===== src/rtl/flow_reshaper_tiled.sv =====
// flow_reshaper_tiled: reads one IMG_W x IMG_H frame from a fixed-latency
// source RAM in raster, tile-major or transpose order and writes it out to a
// sequential destination, one pixel per cycle.
//
// state   | meaning
// --------+----------------------------------------------------------
// S_IDLE  | waiting for ena; latches mode and clears counters on start
// S_RUN   | one read per cycle, N reads back to back
// S_DRAIN | no new reads; in-flight reads land as writes (RD_LAT+1 cycles)
// S_DONE  | one-cycle done pulse, then back to S_IDLE
module flow_reshaper_tiled #(
  parameter int DW      = 8,
  parameter int AW      = 20,
  parameter int IMG_W   = 320,
  parameter int IMG_H   = 240,
  parameter int TILE_W  = 8,
  parameter int TILE_H  = 8,
  parameter int RD_LAT  = 1,
  parameter int RD_BASE = 0,
  parameter int WR_BASE = 0
) (
  input  logic          clk,
  input  logic          rstn,
  input  logic          ena,
  input  logic [1:0]    mode,
  output logic          rd_en,
  output logic [AW-1:0] rd_addr,
  input  logic [DW-1:0] rd_data,
  output logic          wr_en,
  output logic [AW-1:0] wr_addr,
  output logic [DW-1:0] wr_data,
  output logic          busy,
  output logic          done
);

  localparam int N = IMG_W * IMG_H;

  localparam logic [AW-1:0] ONE_A   = AW'(1);
  localparam logic [AW-1:0] N_M1    = AW'(N - 1);
  localparam logic [AW-1:0] W_A     = AW'(IMG_W);
  localparam logic [AW-1:0] H_M1    = AW'(IMG_H - 1);
  localparam logic [AW-1:0] TW_A    = AW'(TILE_W);
  localparam logic [AW-1:0] TW_M1   = AW'(TILE_W - 1);
  localparam logic [AW-1:0] TH_M1   = AW'(TILE_H - 1);
  localparam logic [AW-1:0] TX_M1   = AW'(IMG_W / TILE_W - 1);
  localparam logic [AW-1:0] BAND_A  = AW'(TILE_H * IMG_W);
  localparam logic [AW-1:0] RD_B    = AW'(RD_BASE);
  localparam logic [AW-1:0] WR_B    = AW'(WR_BASE);

  typedef enum logic [1:0] {S_IDLE, S_RUN, S_DRAIN, S_DONE} state_t;

  state_t          state;
  logic [1:0]      mode_q;
  logic [AW-1:0]   rd_left;
  logic [2:0]      drain_left;
  // c_cnt: pixel within tile row (tile) or y within column (transpose)
  logic [AW-1:0]   c_cnt;
  logic [AW-1:0]   r_cnt;
  logic [AW-1:0]   tx_cnt;
  // row_base: start of current tile row (tile) or column base (transpose)
  logic [AW-1:0]   row_base;
  logic [AW-1:0]   tile_base;
  logic [AW-1:0]   band_base;
  logic [RD_LAT-1:0] rd_pipe;
  logic [AW-1:0]   wr_idx;

  // Control FSM and read-address generator (incremental, no multipliers).
  always_ff @(posedge clk or negedge rstn) begin
    if (!rstn) begin
      state      <= S_IDLE;
      mode_q     <= 2'd0;
      rd_en      <= 1'b0;
      rd_addr    <= '0;
      busy       <= 1'b0;
      done       <= 1'b0;
      rd_left    <= '0;
      drain_left <= 3'd0;
      c_cnt      <= '0;
      r_cnt      <= '0;
      tx_cnt     <= '0;
      row_base   <= '0;
      tile_base  <= '0;
      band_base  <= '0;
    end else begin
      done <= 1'b0;
      case (state)
        S_IDLE: begin
          if (ena) begin
            state     <= S_RUN;
            mode_q    <= mode;
            rd_en     <= 1'b1;
            rd_addr   <= RD_B;
            busy      <= 1'b1;
            rd_left   <= N_M1;
            c_cnt     <= '0;
            r_cnt     <= '0;
            tx_cnt    <= '0;
            row_base  <= RD_B;
            tile_base <= RD_B;
            band_base <= RD_B;
          end
        end
        S_RUN: begin
          if (rd_left == '0) begin
            state      <= S_DRAIN;
            rd_en      <= 1'b0;
            drain_left <= 3'(RD_LAT);
          end else begin
            rd_left <= rd_left - ONE_A;
            if (mode_q == 2'd1) begin
              if (c_cnt != TW_M1) begin
                c_cnt   <= c_cnt + ONE_A;
                rd_addr <= rd_addr + ONE_A;
              end else begin
                c_cnt <= '0;
                if (r_cnt != TH_M1) begin
                  r_cnt    <= r_cnt + ONE_A;
                  row_base <= row_base + W_A;
                  rd_addr  <= row_base + W_A;
                end else begin
                  r_cnt <= '0;
                  if (tx_cnt != TX_M1) begin
                    tx_cnt    <= tx_cnt + ONE_A;
                    tile_base <= tile_base + TW_A;
                    row_base  <= tile_base + TW_A;
                    rd_addr   <= tile_base + TW_A;
                  end else begin
                    tx_cnt    <= '0;
                    band_base <= band_base + BAND_A;
                    tile_base <= band_base + BAND_A;
                    row_base  <= band_base + BAND_A;
                    rd_addr   <= band_base + BAND_A;
                  end
                end
              end
            end else if (mode_q == 2'd2) begin
              if (c_cnt != H_M1) begin
                c_cnt   <= c_cnt + ONE_A;
                rd_addr <= rd_addr + W_A;
              end else begin
                c_cnt    <= '0;
                row_base <= row_base + ONE_A;
                rd_addr  <= row_base + ONE_A;
              end
            end else begin
              rd_addr <= rd_addr + ONE_A;
            end
          end
        end
        S_DRAIN: begin
          if (drain_left == 3'd0) begin
            state <= S_DONE;
            busy  <= 1'b0;
            done  <= 1'b1;
          end else begin
            drain_left <= drain_left - 3'd1;
          end
        end
        S_DONE: state <= S_IDLE;
        default: state <= S_IDLE;
      endcase
    end
  end

  // Valid pipeline for in-flight reads; registers the write when data lands.
  always_ff @(posedge clk or negedge rstn) begin
    if (!rstn) begin
      rd_pipe <= '0;
      wr_en   <= 1'b0;
      wr_addr <= '0;
      wr_data <= '0;
      wr_idx  <= '0;
    end else begin
      rd_pipe[0] <= rd_en;
      for (int i = 1; i < RD_LAT; i++) begin
        rd_pipe[i] <= rd_pipe[i-1];
      end
      wr_en <= rd_pipe[RD_LAT-1];
      if (rd_pipe[RD_LAT-1]) begin
        wr_data <= rd_data;
        wr_addr <= WR_B + wr_idx;
        wr_idx  <= wr_idx + ONE_A;
      end else if (state == S_IDLE && ena) begin
        wr_idx <= '0;
      end
    end
  end

endmodule


===== config.mk =====
export PLATFORM = sky130hd
export DESIGN_NAME = flow_reshaper_tiled
export DESIGN_NICKNAME = d
export VERILOG_FILES = /design/src/rtl/flow_reshaper_tiled.sv
export SDC_FILE = /design/constraint.sdc
export NUM_CORES = 1
export LEC_CHECK = 0
export CELL_PAD_IN_SITES_DETAIL_PLACEMENT = 2
export CELL_PAD_IN_SITES_GLOBAL_PLACEMENT = 2
export CORE_ASPECT_RATIO = 1.4
export CORE_MARGIN = 3
export CORE_UTILIZATION = 41
export CTS_CLUSTER_SIZE = 25
export DETAILED_ROUTE_END_ITERATION = 10
export PLACE_DENSITY = 0.88
export SKIP_LAST_GASP = 1
export SLEW_MARGIN = 0
export SYNTH_ARGS = -nofsm -noshare
export SYNTH_HDL_FRONTEND = slang
export SYNTH_SLANG_ARGS = --single-unit

===== constraint.sdc =====
create_clock -name clk -period 5.2 [get_ports clk]
set_input_delay 0.78 -clock clk [delete_from_list [all_inputs] [get_ports clk]]
set_output_delay 0.78 -clock clk [all_outputs]
set_load 0.005 [all_outputs]

==> flow_summary.ini <==
[drt]
dr_wl_met3_mm = 3.54
ant_nets = 0
wl_mm = 60.3
drt_iter0_drc = 1482
top_layer_used = met4
met1Wirelength_mm = 22.8
via_per_inst = 6.87
drc = 0
met2WireLength_mm = 30.4
firstDrtPassIters = 7
post_drt_wl_per_cell_um = 29.5
num_vias = 14052

[sta]
setup_viol = 0
skew_ns = 0.0174
layout_min_cycle_time_ns = 4.04
final-max-slew-violation-count = 0
fin_crit_sh = 0.777
worst_pin_slew_ns = 1.21
holdWs_ns = 0.277
finalSetupTns_ns = 0
timing.fmax_mhz = 247
finalHoldViolCount = 0
rsz0062_at_grt = no
max_slew_margin = 0.191

[worst_setup_path]
critPathArrivalTime_ns = 4.48
cp-end-kind = flop
cp.required_ns = 5.64
start_kind = flop
crit_type = flop to flop
critPathMaxFanout = 46

[cts]
clock_latency_ns = 0.56
cts_htree_levels = 1
cts_sinks = 211
cts_hold_buffers = 0
cts_setup_buffers = 0
root_buffer = clkbuf_16
cts_buffers = 25
cts_buffer_depth = 3
ctsResizeCount = 0
cts_tree = done
clk_pin_slew_ns = 0.07

[synthesis]
muxShareOfSynthArea = 0.0421
synthAdderAreaFrac = 0.0196
synth_area_leaders = dfrtp_1 (39%), o21ai_0 (4.8%), nand2_1 (4.7%)
avgSynthCellArea_um2 = 8.48
yosysTopAreaCell = dfrtp_1
ys_warn_count = 0
synth-edff-count = 0
ys_types = 75
syn_inst = 1583
synth_top_family_by_area = simple AND/OR/NAND/NOR gates
syn_area_um2 = 13400
synth_compound_area_frac = 0.191
async_reset_ff_frac = 1.00
synth_seq_cells = 211
synth_top_area_share = 0.393
seq_area_frac_synth = 0.393
synth_nets = 1617
synth-simple-area-share = 0.253
synthFlopType = dfrtp_1
synth-xor-area-share = 0.0600

[die]
io_pins = 65
core_area_um2 = 32000
die_x_um = 159
initial_core_util = 0.420
fp.dieArea_um2 = 35000
die_h_um = 220
row_count = 77

[global_route]
grt_pass1_wl_mm = 95.5
grt_pass1_vias = 15570
grt_max_degree = 102
grt_usage = 0.341
overflow = 0
antenna_found_initial = 0

[placement]
io_buffers = 64
dp_hpwl_mm = 37.3
gp_congestion = 0.866

[power_and_ir_drop]
total_power_mw = 3.67
p_per_area_nw_per_um2 = 240
ir_drop_uv = 209
p_leak_nw = 5.91

[outcome]
status = completed

[layout]
fillers = 3432
area_growth_pct = 14.0
multi_input_area_um2 = 7620
register_area_um2 = 5280
finalNetCount = 1626
n_antenna_cell = 0
drive_above_1_share = 0.0801

[min_path]
min_path_type = input port to async pin

[run]
maxCapViolations = 0
==> flip-flops by register name, indices dropped and copies added (netlist names), 8 cells and up <==
register and cells:
rd_left 20, tile_base 20, c_cnt 20, wr_addr 20
r_cnt 20, wr_data 8, row_base 20, rd_addr 20
wr_idx 20, tx_cnt 20, band_base 11
==> kinds of logic (layout without fill, tap and decap cells) <==
family	count (synthesis)	after routing
DFF	211	211
and+or+nand+nor	669	669
xor gates and xnor gates	92	92
buffers and inverters	143	170
adders and majority gates	21	21
AOI/OAI and AO/OA	395	395
muxes	52	52
==> worst paths after layout <==
path                       slack [ns]      endpoint  cells after the start      start
setup / recovery                 1.16  tile_base[8]                      8   c_cnt[0]
hold / removal                   0.28    wr_idx[11]                      1       rstn
setup reg to reg                 1.16  tile_base[8]                      8   c_cnt[0]
hold reg to reg                  0.50     c_cnt[15]                      1  c_cnt[15]
max in group asynchronous        3.75     r_cnt[16]                      2       rstn
min in group clk                 0.50     c_cnt[15]                      1  c_cnt[15]
==> cells in the mapped netlist (12+ instances only) <==
cell and instances:
inv_1 32, or4_1 24, ha_1 21, a211oi_1 13, nor4_1 38, mux2_2 36, o22ai_1 12, o211ai_1 12
nand4_1 51, o31ai_1 33, nand3_1 101, dfrtp_1 211, a31oi_1 19, nand2_1 169, xor2_1 45, nor3_1 49
clkbuf_1 104, o21ai_0 128, and3_1 22, nor2_1 118, and2_1 16, mux2i_1 16, or3_1 23, a21oi_1 68
xnor2_1 47
==> worst max-delay path, cell delays in order, from the launching register on <==
cell and delay (ns):
dfrtp_1 0.46, ha_1 0.31, nor4bb_1 0.99, nand3_1 0.36, nor4_4 0.49, a21oi_2 0.13, buf_4 0.31, or3_1 0.51
o41ai_1 0.35
==> cell usage in the layout, fill, tap and decap left out, types with 12 or more instances in the layout <==
cell / instances
dfrtp_1: 211
nand2_1: 169
o21ai_0: 127
nor2_1: 118
nand3_1: 101
a21oi_1: 67
clkdlybuf4s50_1: 63
nand4_1: 51
nor3_1: 49
xnor2_1: 47
xor2_1: 45
nor4_1: 38
mux2_2: 36
o31ai_1: 33
inv_1: 32
buf_4: 29
clkbuf_16: 25
or4_1: 24
or3_1: 23
and3_1: 22
ha_1: 20
a31oi_1: 19
and2_1: 16
mux2i_1: 15
a211oi_1: 13
o211ai_1: 12
o22ai_1: 12
==> area by class of cell <==
class,count,area share
clock buffers,33,0.0467
well taps,434,0.0355
multi-input cells,1229,0.498
repair buffers,93,0.0564
flip-flops and latches,211,0.345
clock inverters,12,0.0110
inverters,32,0.00784
==> layer usage <==
metal,track usage,vias up
li1,-,5895
met4,0.177,0
met5,0,-
met3,0.0494,293
met2,0.616,740
met1,0.395,7124
==> per-stage QoR <==
| step | worst slack [ns] | util | std cells | instance area [um^2] |
|---|---|---|---|---|
| after global routing | 0.885 | 0.479 | 2044 | 15300 |
| after global placement | 1.58 | 0.451 | 1999 | 14400 |
| after detailed placement | 1.37 | 0.451 | 1999 | 14400 |
| after floorplan | 2.31 | - | 1583 | 13400 |
| final | 1.16 | 0.479 | 2044 | 15300 |
| after CTS | 1.23 | 0.479 | 2044 | 15300 |
==> power by group <==
group / total [mW] / switching [mW] / leakage, nW / internal [mW]
Combinational: 0.0488 / 0.0386 / 2.80 / 0.0102
Clock: 1.98 / 0.815 / 0.434 / 1.17
Sequential: 1.64 / 0 / 2.67 / 1.64
Note: power is estimated with default switching activity, not from simulation.
